`config.mk`:
```
export PLATFORM = sky130hd
export DESIGN_NAME = multicycle_control
export DESIGN_NICKNAME = d
export VERILOG_FILES = /design/src/rtl/multicycle_control.sv
export SDC_FILE = /design/constraint.sdc
export NUM_CORES = 1
export LEC_CHECK = 0
export CORE_MARGIN = 2
export CORE_UTILIZATION = 40
export CTS_CLUSTER_DIAMETER = 150
export DETAILED_ROUTE_END_ITERATION = 7
export GPL_TIMING_DRIVEN = 0
export HOLD_SLACK_MARGIN = 0.1
export PLACE_DENSITY_LB_ADDON = 0.1
export SYNTH_ARGS = -nofsm -noshare
export SYNTH_HDL_FRONTEND = slang
export SYNTH_SLANG_ARGS = --single-unit
```
`constraint.sdc`:
```
create_clock -name clk -period 2.05 [get_ports clk]
set_input_delay 0.205 -clock clk [delete_from_list [all_inputs] [get_ports clk]]
set_output_delay 0.205 -clock clk [all_outputs]
set_load 0.02 [all_outputs]
```
`src/rtl/multicycle_control.sv`:
```
// multicycle_control
//   Moore main-control FSM for a multicycle MIPS datapath. Each instruction
//   is sequenced through FETCH/DECODE and then its execute, memory and
//   writeback states. The FSM drives the shared-ALU, IR, PC and memory-port
//   controls. Supported instructions: R-type, lw, sw, beq, addi and j.
//   Opcode values are parameters.
//
//   Optional build macro: MEM_WAIT_EN
//     defined   -> the mem_ready port exists. FETCH, MEMRD and MEMWR hold
//                  while mem_ready=0. IRWrite/PCWrite fire only on the
//                  ready cycle.
//     undefined -> no mem_ready port. Every state lasts one cycle.
//
// Ports
//   clk, rst_n        rising-edge clock, asynchronous active-low reset
//   opcode[5:0]       IR[31:26], sampled in DECODE and MEMADR
//   mem_ready         memory access complete (MEM_WAIT_EN only)
//   PCWrite .. RegDst 1-bit datapath controls
//   PCSource[1:0]     00 ALU, 01 ALUOut, 10 jump target
//   ALUSrcB[1:0]      00 B, 01 const 4, 10 sign-ext imm, 11 shifted imm
//   ALUOp[ALUOP_W-1:0] 00 add, 01 sub, 10 funct-decoded (upper bits 0)
//   state[3:0]        current state (debug)
//   illegal_op        DECODE with an unrecognised opcode
module multicycle_control #(
  parameter int          ALUOP_W  = 2,
  parameter logic [5:0]  OP_RTYPE = 6'b000000,
  parameter logic [5:0]  OP_LW    = 6'b100011,
  parameter logic [5:0]  OP_SW    = 6'b101011,
  parameter logic [5:0]  OP_BEQ   = 6'b000100,
  parameter logic [5:0]  OP_ADDI  = 6'b001000,
  parameter logic [5:0]  OP_J     = 6'b000010
) (
  input  logic               clk,
  input  logic               rst_n,
  input  logic [5:0]         opcode,
`ifdef MEM_WAIT_EN
  input  logic               mem_ready,
`endif
  output logic               PCWrite,
  output logic               PCWriteCond,
  output logic               IorD,
  output logic               MemRead,
  output logic               MemWrite,
  output logic               MemtoReg,
  output logic               IRWrite,
  output logic               ALUSrcA,
  output logic               RegWrite,
  output logic               RegDst,
  output logic [1:0]         PCSource,
  output logic [1:0]         ALUSrcB,
  output logic [ALUOP_W-1:0] ALUOp,
  output logic [3:0]         state,
  output logic               illegal_op
);

  localparam logic [3:0] S_FETCH  = 4'd0;
  localparam logic [3:0] S_DECODE = 4'd1;
  localparam logic [3:0] S_MEMADR = 4'd2;
  localparam logic [3:0] S_MEMRD  = 4'd3;
  localparam logic [3:0] S_MEMWB  = 4'd4;
  localparam logic [3:0] S_MEMWR  = 4'd5;
  localparam logic [3:0] S_EXEC   = 4'd6;
  localparam logic [3:0] S_ALUWB  = 4'd7;
  localparam logic [3:0] S_BRANCH = 4'd8;
  localparam logic [3:0] S_JUMP   = 4'd9;
  localparam logic [3:0] S_ADDIEX = 4'd10;
  localparam logic [3:0] S_ADDIWB = 4'd11;

  logic [3:0] state_q, state_d;
  logic       mem_rdy;
  logic       op_known;
  logic [1:0] alu_op;

`ifdef MEM_WAIT_EN
  assign mem_rdy = mem_ready;
`else
  assign mem_rdy = 1'b1;
`endif

  assign op_known = (opcode == OP_RTYPE) || (opcode == OP_LW)  ||
                    (opcode == OP_SW)    || (opcode == OP_BEQ) ||
                    (opcode == OP_ADDI)  || (opcode == OP_J);

  // State register
  always_ff @(posedge clk or negedge rst_n) begin
    if (!rst_n) state_q <= S_FETCH;
    else        state_q <= state_d;
  end

  // Next-state logic
  always_comb begin
    state_d = S_FETCH;
    case (state_q)
      S_FETCH:  state_d = mem_rdy ? S_DECODE : S_FETCH;
      S_DECODE: begin
        if      (opcode == OP_LW || opcode == OP_SW) state_d = S_MEMADR;
        else if (opcode == OP_RTYPE)                 state_d = S_EXEC;
        else if (opcode == OP_BEQ)                   state_d = S_BRANCH;
        else if (opcode == OP_J)                     state_d = S_JUMP;
        else if (opcode == OP_ADDI)                  state_d = S_ADDIEX;
        else                                         state_d = S_FETCH;
      end
      // The opcode must be held stable, so only lw/sw can appear here.
      // Anything else returns to FETCH rather than wandering.
      S_MEMADR: begin
        if      (opcode == OP_LW) state_d = S_MEMRD;
        else if (opcode == OP_SW) state_d = S_MEMWR;
        else                      state_d = S_FETCH;
      end
      S_MEMRD:  state_d = mem_rdy ? S_MEMWB : S_MEMRD;
      S_MEMWB:  state_d = S_FETCH;
      S_MEMWR:  state_d = mem_rdy ? S_FETCH : S_MEMWR;
      S_EXEC:   state_d = S_ALUWB;
      S_ALUWB:  state_d = S_FETCH;
      S_BRANCH: state_d = S_FETCH;
      S_JUMP:   state_d = S_FETCH;
      S_ADDIEX: state_d = S_ADDIWB;
      S_ADDIWB: state_d = S_FETCH;
      default:  state_d = S_FETCH;
    endcase
  end

  // Output decode (Moore; mem_ready gates only the FETCH write enables)
  always_comb begin
    PCWrite     = 1'b0;
    PCWriteCond = 1'b0;
    IorD        = 1'b0;
    MemRead     = 1'b0;
    MemWrite    = 1'b0;
    MemtoReg    = 1'b0;
    IRWrite     = 1'b0;
    ALUSrcA     = 1'b0;
    RegWrite    = 1'b0;
    RegDst      = 1'b0;
    PCSource    = 2'b00;
    ALUSrcB     = 2'b00;
    alu_op      = 2'b00;
    illegal_op  = 1'b0;
    case (state_q)
      S_FETCH: begin
        MemRead = 1'b1;
        ALUSrcB = 2'b01;
        // Latch the IR and advance the PC exactly once, on the ready cycle.
        IRWrite = mem_rdy;
        PCWrite = mem_rdy;
      end
      S_DECODE: begin
        ALUSrcB    = 2'b11;
        illegal_op = ~op_known;
      end
      S_MEMADR: begin
        ALUSrcA = 1'b1;
        ALUSrcB = 2'b10;
      end
      S_MEMRD: begin
        MemRead = 1'b1;
        IorD    = 1'b1;
      end
      S_MEMWB: begin
        RegWrite = 1'b1;
        MemtoReg = 1'b1;
      end
      S_MEMWR: begin
        MemWrite = 1'b1;
        IorD     = 1'b1;
      end
      S_EXEC: begin
        ALUSrcA = 1'b1;
        alu_op  = 2'b10;
      end
      S_ALUWB: begin
        RegDst   = 1'b1;
        RegWrite = 1'b1;
      end
      S_BRANCH: begin
        ALUSrcA     = 1'b1;
        alu_op      = 2'b01;
        PCWriteCond = 1'b1;
        PCSource    = 2'b01;
      end
      S_JUMP: begin
        PCWrite  = 1'b1;
        PCSource = 2'b10;
      end
      S_ADDIEX: begin
        ALUSrcA = 1'b1;
        ALUSrcB = 2'b10;
      end
      S_ADDIWB: begin
        RegWrite = 1'b1;
      end
      default: ;
    endcase
  end

  always_comb begin
    ALUOp      = '0;
    ALUOp[1:0] = alu_op;
  end

  assign state = state_q;

endmodule

```
==> reports/qor.yml, run 1 <==
worst_pin_slew_ns: 0.3118
intPower_mw: 0.3678
whs_ns: 0.1735
clk_pin_slew_ns: 0.04
dpl_cell_area_um2: 810.8
numPortBuffers: 27
core_area_um2: 1252
antenna_found_initial: 0
grt_max_degree: 11
finalWirelength_um: 1389
fmax_mhz: 513.1
crit_required_ns: 1.85
drt_iter0_markers: 4
path_cells: "buf_6, buf_2, nand2_1, nor2_1, clkdlybuf4s50_1"
rrSetupSlack_ns: 0.76
netlist.area_leader.share_pct: 19.18
fin_skew_ns: 0.001808
critical_path_class: "reg2out"
finalHoldViolCount: 0
fp.dieW_um: 40.12
synthDistinctLibCells: 32
die_y_um: 40.12
cts.path.max_buffers: 2
synth_top_area_cell: "dfrtp_1"
seq_power_share_pct: 15.3
ys_seq_elements: 4
finalSetupViolations: 0
cts_root_buf: "clkbuf_4"
swShare_pct: 45.06
h-tree-depth: 1
die_area_um2: 1609
peakVddDrop_mv: 0.5898
dpl_worst_slack_ns: -0.1544
crit_path_end_kind: "output port"
diodes: 0
period_minus_slack_ns: 1.949
crit_family: "buffers and inverters"
timing.final.ws_setup_ns: 0.1012
io_pins: 29
postLayoutCellArea_um2: 844.6
critPathLaunchType: "register"
synthCells: 70
gp_congestion: 0.7837
drc: 0
rsz0062_at_grt: "no"
avgSynthCellArea_um2: 7.454
vias_per_cell: 5.443
vias: 626
nets: 110
p_clk_share_pct: 14.3
combPwrFrac_pct: 70.5
p_per_area_nw_per_um2: 792.7
switching_power_mw: 0.3017
critPathArrivalTime_ns: 1.74
critPathSlowestCell: "clkdlybuf4s50_1"
path_buf_inv: 3
cts_made_buffers: 3
slew_headroom_pct: 79.17
cts.sinks: 4
syn2layout_area_growth_pct: 61.87
yosys-top-cells-area: "dfrtp_1, nor3_1, nor2_1, xor2_1, buf_2"
mappedNetlistArea_um2: 521.8
synth_warnings: 0
dp_hpwl_um: 1081
rows: 13
drv_slew: 0
grtUsageTotal_pct: 20.69
largest_reg_flops: 4
cts_tree: "yes"
p_leak_nw: 0.4431
ant_nets: 0
grt-ovfl-total: 0
clk_latency_ns: 0.23
dr.pass1.iters: 4
cap_violations: 0
initial_utilization_pct: 41.66
holdCritPathClass: "in2async"
syn_nets: 78
cts_setup_buffers: 0
crit_path_max_incr_delay_ns: 0.60
min_period_over_period_pct: 95.06
wl_per_cell_um: 12.08
grt_pass1_wl_um: 2228
outcome: "completed"
cp_max_fo: 10
drive_gt1_share_pct: 15.00
grt_pass1_vias: 517
ys_seq_area_share_pct: 19.18
-- routing by layer --
metal / GRT usage, % / vias up / wire length, um
li1: - / 319 / -
met1: 25.50 / 278 / 615
met2: 35.48 / 29 / 657
met3: 6.667 / 0 / 116
met4: 2.586 / 0 / 0
met5: 0 / - / 0
-- logic make-up after synthesis --
| group | share of synthesized area, % |
|---|---|
| AND/OR/NAND/NOR | 40.53 |
| AO/OA/AOI/OAI | 22.55 |
| buffers and inverters | 12.71 |
| flip-flops | 19.19 |
| XOR/XNOR | 5.037 |
-- per-stage QoR --
step                utilization, %  setup TNS [ns]  instances  total power [mW]
global placement             64.74         -0.1507        112            0.6079
CTS                          66.33               0        115            0.6833
floorplan                        -               0         70            0.4092
finish                       67.43               0        115            0.6695
global route                 67.43               0        115            0.7258
detailed placement           64.74         -0.1544        112            0.6146
-- final timing paths --
kind | startpoint | end | cells past startpoint
worst min register to register | state[3] | state[2] | 2
max in group asynchronous | rst_n | state[1] | 1
worst max register to register | state[0] | state[0] | 5
worst max-delay path | state[0] | PCSource[1] | 5
min in group clk | opcode[2] | state[3] | 4
worst min-delay path | rst_n | state[0] | 1
-- layout by cell type, fill, tap and decap left out, types with 3 or more instances in the layout --
cell,count
dlymetal6s2s_1,6
and3_1,3
nor2_1,10
buf_4,3
clkbuf_4,4
clkdlybuf4s50_1,15
xor2_1,3
nand2_1,4
nor3_1,8
inv_1,3
dfrtp_1,4
dlygate4sd2_1,5
nand2b_1,3
-- timing repair --
action	4_1_cts	5_1_grt
hold buffers	0	0
gates cloned	0	0
gates resized for setup	8	9
endpoints found under the setup margin	8	7
-- synth_stat cells --
cell        n
nor2_1     10
or3b_1      1
a311oi_1    1
a31oi_1     1
a21oi_1     2
nor4_1      2
nor3_1      8
o22ai_1     1
a2111oi_2   1
a211oi_1    1
xor2_1      3
o2111a_1    1
or2_2       1
buf_2       5
and3_1      3
buf_6       2
and3b_1     1
dfrtp_1     4
o221ai_1    1
and4_1      1
inv_1       3
o2111ai_1   1
nand2b_1    3
or3_1       1
o31a_1      1
a211o_1     1
buf_4       1
o21ai_0     2
nand2_1     4
o211ai_1    1
nand4b_1    1
nor4_4      1
-- layout make-up --
cell class                      instances  area [um2]
Multi-Input combinational cell         55       355.3
Clock buffer                            3       22.52
Sequential cell                         4       100.1
Buffer                                  8       62.56
Fill cell                             123       407.9
Inverter                                3       11.26
Tap cell                               15       18.77
Timing Repair Buffer                   27       274.0
-- power by group through the flow --
stage	Sequential (mW)	Clock [mW]	Combinational, mW
2_1_floorplan	0.119	0	0.290
3_3_place_gp	0.103	0	0.505
3_5_place_dp	0.104	0	0.511
4_1_cts	0.103	0.101	0.480
5_1_grt	0.104	0.109	0.513
6_report	0.102	0.0954	0.472
-- worst register-to-register path, cell delays in order (launching register included) --
cell and delay [ns]:
dfrtp_1 0.34, buf_6 0.13, nand2b_1 0.10, buf_2 0.17, o221ai_1 0.13, a211o_1 0.30
(Power assumes the default switching activity.)
==> run 2, diff against run 1 <==
- CELL_PAD_IN_SITES_DETAIL_PLACEMENT: default -> 2
- CELL_PAD_IN_SITES_GLOBAL_PLACEMENT: default -> 2
- CORE_ASPECT_RATIO: default -> 0.5
- CORE_UTILIZATION: 40 -> 20
==> run 2 against run 1 <==
Against the previous run: clock-buffer cell count did not move; die area rose by 90%; clock skew fell by 0.0010 ns; fmax fell by 0.54%; global-route usage fell by 5.3 points; flip-flop and latch count did not move; setup slack got worse by 0.011 ns; sequential power barely moved; clock power rose by 74%; non-clock buffer count did not move; final area rose by 7.0%; via count rose by 6.2%; critical path type is now in2out; largest cell class unchanged; highest routed layer unchanged.
==> reports/qor.yml, run 2 (synthesized netlist as in run 1, its figures left out) <==
crit_required_ns: 1.85  # about the same
wl_per_cell_um: 16.21  # +34%
finalSetupViolations: 0  # unchanged
cts_root_buf: "clkbuf_8"
h-tree-depth: 1  # unchanged
clk_pin_slew_ns: 0.03  # about the same
syn2layout_area_growth_pct: 73.14
grtUsageTotal_pct: 15.37  # -5.3 points
intPower_mw: 0.4332  # +18%
initial_utilization_pct: 20.56  # -21 points
outcome: "completed"
finalHoldViolCount: 0  # unchanged
postLayoutCoreUtil_pct: 35.60  # -32 points
vias: 665  # +6.2%
final_cells: 137  # +19%
slew_headroom_pct: 79.88  # +0.70 points
critical_path_class: "in2out"
setup_tns_ns: 0  # unchanged
holdCritPathClass: "in2async"
ctsResizeCount: 14  # +6
final_cell_mix: "clkdlybuf4s50_1, nor2_1, dlygate4sd2_1"
min_period_over_period_pct: 95.59  # +0.52 points
cts.path.max_buffers: 2  # unchanged
drv_slew: 0  # unchanged
drt_iter0_markers: 14  # +10
period_minus_slack_ns: 1.959  # +0.01067 ns
peakVddDrop_mv: 0.2802  # -53%
worst_pin_slew_ns: 0.3009  # -0.01090 ns
cap_violations: 0  # unchanged
place_inst: 134  # +20%
ant_nets: 0  # unchanged
p_leak_nw: 0.4676  # +5.5%
fp.dieW_um: 76.23  # +90%
numPortBuffers: 27  # unchanged
cts.sinks: 4  # unchanged
largest_reg_flops: 4  # unchanged
nets: 110  # unchanged
p_per_area_nw_per_um2: 853.4  # +7.7%
die_y_um: 40.12  # unchanged
combPwrFrac_pct: 64.9  # -5.6 points
cts_made_buffers: 3  # unchanged
vias_per_cell: 4.854  # -11%
cts_setup_buffers: 0  # unchanged
critPathLaunchType: "input port"
whs_ns: 0.1921  # +0.01863 ns
power_mw: 0.7710  # +15%
cts_tree: "yes"
die_area_um2: 3058  # +90%
fillers: 317  # +160%
p_clk_share_pct: 21.5  # +7.2 points
grt-ovfl-total: 0  # unchanged
fin_skew_ns: 0.0007978  # -0.001010 ns
fmax_mhz: 510.3  # -0.54%
antenna_found_initial: 0  # unchanged
dp_hpwl_um: 1606  # +49%
ctsHoldBuffers: 0  # unchanged
crit_path_end_kind: "output port"
io_pins: 29  # unchanged
dr.pass1.iters: 3  # -1
core_area_um2: 2537  # +100%
critPathArrivalTime_ns: 1.75  # about the same
layout_commonest_cell: "clkdlybuf4s50_1"
gp_congestion: 0.7443  # -5.0%
diodes: 0  # unchanged
rsz0062_at_grt: "no"
grt_pass1_wl_um: 3546  # +59%
drive_gt1_share_pct: 18.00  # +3.0 points
drc: 0  # unchanged
grt_max_degree: 11  # unchanged
finalWirelength_um: 2221  # +60%
clk_latency_ns: 0.22  # about the same
rows: 13  # unchanged
swShare_pct: 43.80  # -1.3 points
cp_max_fo: 5  # -5
grt_pass1_vias: 673  # +30%
seq_power_share_pct: 13.6  # -1.7 points
switching_power_mw: 0.3377  # +12%
run 2: cell types whose count changed in the layout (fill, tap and decap cells not counted), sizes merged:
cell / before / now
clkdlybuf4s50: 15 / 10
clkbuf: 5 / 4
buf: 7 / 8
dlymetal6s2s: 6 / 7
dlygate4sd2: 5 / 9
run 2: layer usage:
metal | global-route usage (%) | part of all wire, % | vias to the layer above
li1 | - | - | 318
met1 | 18.22 | 46 | 327
met2 | 30.75 | 49 | 20
met3 | 3.153 | 4.8 | 0
met4 | 2.727 | 0 | 0
met5 | 0 | 0 | -
run 2: layout make-up:
class                           count  area [um2]  area share [%]
Multi-Input combinational cell     55       364.1           40.30
Sequential cell                     4       101.3           11.22
Tap cell                           37       46.29           5.125
Buffer                              8       65.06           7.202
Clock buffer                        3       41.29           4.571
Inverter                            3       11.26           1.247
Timing Repair Buffer               27       274.0           30.33
run 2: power groups by stage:
stage          clock, mW  combinational [mW]  sequential (mW)
2_1_floorplan          0               0.290            0.119
3_3_place_gp           0               0.516            0.104
3_5_place_dp           0               0.528            0.105
4_1_cts            0.169               0.498            0.104
5_1_grt            0.175               0.543            0.107
6_report           0.166               0.500            0.105
run 2: final timing paths:
| check | from | endpoint | slack (ns) | cells past startpoint |
|---|---|---|---|---|
| max | opcode[4] | illegal_op | 0.09 | 5 |
| min | rst_n | state[1] | 0.19 | 1 |
| max reg2reg | state[0] | state[0] | 0.67 | 5 |
| min reg2reg | state[3] | state[2] | 0.71 | 2 |
| max in group asynchronous | rst_n | state[2] | 1.68 | 1 |
| min in group clk | opcode[2] | state[3] | 0.46 | 3 |
run 2: worst max-delay path: stages:
cell             delay [ns]
clkdlybuf4s50_1        0.49
nand4b_1               0.30
o2111ai_2              0.25
and3b_1                0.20
dlygate4sd2_1          0.31
run 2: metrics by stage:
step                      area, um2  worst slack, ns
after floorplan               521.8           0.2583
after global placement        838.3          -0.2201
after detailed placement      838.3          -0.2460
after CTS                     879.6          0.01700
after global routing          903.4         0.005070
final                         903.4          0.09050
==> RTL change 1, RTL diff (config.mk and constraints of run 2) <==
The parameter `ALUOP_W` goes from 2 to 4.
--- a/src/rtl/multicycle_control.sv
+++ b/src/rtl/multicycle_control.sv
@@ -22,7 +22,7 @@
 //   state[3:0]        current state (debug)
 //   illegal_op        DECODE with an unrecognised opcode
 module multicycle_control #(
-  parameter int          ALUOP_W  = 2,
+  parameter int          ALUOP_W  = 4,
   parameter logic [5:0]  OP_RTYPE = 6'b000000,
   parameter logic [5:0]  OP_LW    = 6'b100011,
   parameter logic [5:0]  OP_SW    = 6'b101011,
Ports: changed (resized ALUOp); port bits go from 29 to 31. The function was not compared with the original's and may differ.
==> RTL change 1 against run 2 <==
Power rose by 0.31%. Synthesized area rose by 3.6%. Die area rose by 3.3%. Critical path depth fell by 2. Setup slack gained 0.075 ns. Final area up 3.5%. Utilization rose by 0.54 points. Hold slack worse by 0.0039 ns. Register-to-register slack improved by 0.05 ns. Sequential cell count did not move. Routed wire length fell by 8.7%.
==> RTL change 1: results (changes against run 2) <==
DP HPWL -> 1660 um (+3.4%)
Top sig layer -> met4
All-Layer GR Usage -> 0.143 (-0.0110)
First-pass GRT wire length -> 3340 um (-5.8%)
Leak -> 0.505 nW (+8.0%)
Fillers -> 294 (-7.3%)
First DRT Iteration DRCs -> 17 (+3)
Worst setup path startpoint -> state[3]
Post-synthesis cell type count -> 33 (+3.1%)
Status -> complete, no violations
Crit Path Max Fanout -> 10 (+5)
Clk_skew -> 0.00138 ns (+0.000585 ns)
Met3 wire len -> 48 um (-55%)
Share of power burned in registers -> 0.134 (-0.002)
Antenna Cells -> 0 (unchanged)
Comb group -> 0.000502 W (about the same)
M1 WL -> 995 um (-2.0%)
R2R Setup Slk -> 0.72 ns (+0.05 ns)
Initial DRT Pass Iterations -> 3 (unchanged)
Crit path DAT -> 1.68 ns (-0.07 ns)
WL met2 -> 963 um (-12%)
Largest net degree at the start of global routing -> 11 (unchanged)
Top cells by area, synth -> dfrtp_1, nor3_1, nor2_1, xor2_1, buf_2
Via count -> 668 (+0.45%)
Vias in the first global route -> 708 (+5.2%)
Pre-CTS setup slack -> -0.271 ns (-0.0254 ns)
# nets final -> 115 (+4.5%)
Post-synthesis sequential area ratio -> 0.185 (-0.00666)
Peak VDD IR -> 0.323 mV (+15%)
Cell internal pwr -> 0.000440 W (+1.5%)
GP Congestion -> 0.674 (-9.5%)
Average wire per standard cell -> 14.3 um (-12%)
Share of post-route cells with drive strength above 1 -> 0.200 (+0.0200)
RTL change 1: final cells by class:
| type | count | area (um2) | share of cell area |
|---|---|---|---|
| Multi-Input combinational cell | 57 | 374 | 0.400 |
| Sequential cell | 4 | 100 | 0.107 |
| Timing Repair Buffer | 28 | 282 | 0.301 |
| Tap cell | 37 | 46.3 | 0.0495 |
| Inverter | 3 | 11.3 | 0.0120 |
| Clock buffer | 3 | 41.3 | 0.0442 |
| Buffer | 10 | 80.1 | 0.0857 |
RTL change 1: cells by family after synthesis:
group,count (synthesis),share of synthesized area
AOI/OAI and AO/OA,15,0.218
DFF,4,0.185
other,1,0.00694
xor gates and xnor gates,3,0.0486
buffers and inverters,13,0.150
and+or+nand+nor,37,0.391
RTL change 1: worst max-delay path: stages (launching register included):
cell and delay, ns:
dfrtp_1 0.39, buf_4 0.19, nor3_1 0.23, clkdlybuf4s50_1 0.65
RTL change 1: how the worst max path moves through the flow:
stage	endpoint	slack, ns
final	ALUSrcB[0]	0.17
after global placement	illegal_op	-0.22
after floorplan	PCSource[0]	0.26
after global routing	ALUSrcB[0]	0.06
after CTS	IorD	-0.007
after detailed placement	illegal_op	-0.27
RTL change 1: through the flow:
step	power, W	instances	hold WS (ns)	util	area [um2]
after detailed placement	0.000638	138	0.418	0.333	861
after global routing	0.000825	142	0.197	0.361	935
after CTS	0.000785	141	0.185	0.351	908
after global placement	0.000626	138	0.413	0.333	861
after floorplan	0.000415	74	-0.0906	-	544
final	0.000773	142	0.188	0.361	935
RTL change 1: metal layers:
| layer | up-vias | track usage |
|---|---|---|
| met3 | 2 | 0.0242 |
| met4 | 0 | 0.0536 |
| met5 | - | 0 |
| li1 | 327 | - |
| met1 | 320 | 0.175 |
| met2 | 19 | 0.267 |
==> RTL change 2, RTL diff (settings of run 2) <==
Made on the original files. Reset style: synchronous (`rst_n`), changed in one clocked block. Comments in the files are not updated.
--- a/src/rtl/multicycle_control.sv
+++ b/src/rtl/multicycle_control.sv
@@ -82,7 +82,7 @@
                     (opcode == OP_ADDI)  || (opcode == OP_J);
 
   // State register
-  always_ff @(posedge clk or negedge rst_n) begin
+  always_ff @(posedge clk) begin
     if (!rst_n) state_q <= S_FETCH;
     else        state_q <= state_d;
   end
Check against the original RTL: differs if rst_n is asserted again (counterexample within 4 cycles, from zero or initial values and one cycle with rst_n low); with rst_n held inactive, the same outputs for 10 cycles.
==> RTL change 2 against run 2 <==
Setup slack improved by 0.0052 ns. Via count decreased by 0.15%. Final area unchanged. Synthesized area decreased by 0.24%. Utilization increased by 3.0 points. Routed wire length decreased by 9.2%. Sequential cell count unchanged. Count of clock-buffer cells in the layout unchanged. Global-route usage decreased by 1.1 points. Maximum frequency increased by 0.27%. Die area decreased by 0.21%. Critical path type is now reg2out.
Power is not compared: it rests on default switching activity, and its combinational part moved more than twofold at a synthesized area within 25%.
==> RTL change 2: results (changes against run 2) <==
Slowest-stage cell, CP -> clkdlybuf4s50_1
Average wire per standard cell -> 14.3 um (-12%)
Post-synth net total -> 83 (+6.4%)
All-Layer GR Usage -> 0.142 (-0.0115)
GP Congestion -> 0.757 (+1.8%)
Asr flop ratio synth -> 0 (-1.00)
Delay-heaviest family, CP -> buffers and inverters
Post-synthesis cell type count -> 30 (-6.3%)
Hold Crit Class -> in2reg
Status -> complete, no violations
Share of post-route cells with drive strength above 1 -> 0.151 (-0.0291)
Placement Cell Area -> 835 um2 (-0.45%)
Syn Area/Cell -> 6.94 um2 (-6.9%)
Antenna Cells -> 0 (unchanged)
Vias in the first global route -> 688 (+2.2%)
First DRT Iteration DRCs -> 37 (+23)
Top cells by area, synth -> dfxtp_1, nor3_1, nand2b_1, buf_6, nor2_1
Worst-margin pin slew -> 0.305 ns (+0.00425 ns)
Clk_skew -> 0.00103 ns (+0.000231 ns)
R2R Setup Slk -> 0.70 ns (+0.03 ns)
Via count -> 664 (-0.15%)
CP peak stage delay -> 0.63 ns (+0.14 ns)
Buffers added on ports -> 27 (unchanged)
First-pass GRT wire length -> 3340 um (-5.8%)
Peak VDD IR -> 0.130 mV
Crit Path Max Fanout -> 10 (+5)
# nets final -> 116 (+5.5%)
Placed cells -> 137 (+2.2%)
-- RTL change 2: cells by family after synthesis --
| family | count (synthesis) | share of synthesized area |
|---|---|---|
| xor gates and xnor gates | 2 | 0.0337 |
| DFF | 4 | 0.154 |
| buffers and inverters | 9 | 0.127 |
| and+or+nand+nor | 42 | 0.474 |
| AOI/OAI and AO/OA | 18 | 0.212 |
-- RTL change 2: stage by stage --
stage	setup TNS [ns]	hold WS, ns	setup WS, ns	util
6_report	0	0.431	0.0957	0.386
5_1_grt	0	0.481	0.00355	0.386
4_1_cts	0	0.437	0.00892	0.374
3_5_place_dp	-0.213	0.658	-0.213	0.356
3_3_place_gp	-0.177	0.616	-0.177	0.356
2_1_floorplan	0	0.357	0.207	-
-- RTL change 2: layout make-up --
| cell class | count | area, um2 | share of cell area |
|---|---|---|---|
| Buffer | 7 | 61.3 | 0.0679 |
| Timing Repair Buffer | 28 | 288 | 0.319 |
| Tap cell | 35 | 43.8 | 0.0485 |
| Sequential cell | 4 | 80.1 | 0.0886 |
| Clock buffer | 3 | 41.3 | 0.0457 |
| Multi-Input combinational cell | 62 | 382 | 0.422 |
| Inverter | 2 | 7.51 | 0.00831 |
-- RTL change 2: worst min-delay path: cells and delay by family --
family	cells	cell delay, ns
buffers and inverters	1	0.13
AO/OA/AOI/OAI	2	0.25
-- RTL change 2: path summary, 6_finish.rpt --
check | start | endpoint | cells after the start
hold / removal | opcode[1] | state[0] | 3
setup reg to reg | state[0] | state[0] | 5
hold reg to reg | state[3] | state[2] | 3
setup / recovery | state[0] | ALUOp[1] | 4
-- RTL change 2: metal layers --
layer | track usage | part of all wire | wire length, um
met5 | 0 | 0 | 0
met4 | 0 | 0 | 0
met3 | 0.0383 | 0.054 | 109
met2 | 0.286 | 0.45 | 911
met1 | 0.171 | 0.49 | 996
-- RTL change 2: timing repair --
item	4_1_cts	5_1_grt
setup endpoints to repair	7	9
pin swaps	0	1
resized for setup	7	8
setup buffers	0	1
-- RTL change 2: power by group through the flow --
| stage | Combinational, W | Clock (W) | Sequential (W) |
|---|---|---|---|
| 6_report | 0.000109 | 0.000163 | 0.0000827 |
| 5_1_grt | 0.000119 | 0.000175 | 0.0000831 |
| 4_1_cts | 0.000109 | 0.000167 | 0.0000828 |
| 3_5_place_dp | 0.000113 | 0 | 0.0000838 |
| 3_3_place_gp | 0.000110 | 0 | 0.0000837 |
| 2_1_floorplan | 0.0000547 | 0 | 0.0000860 |
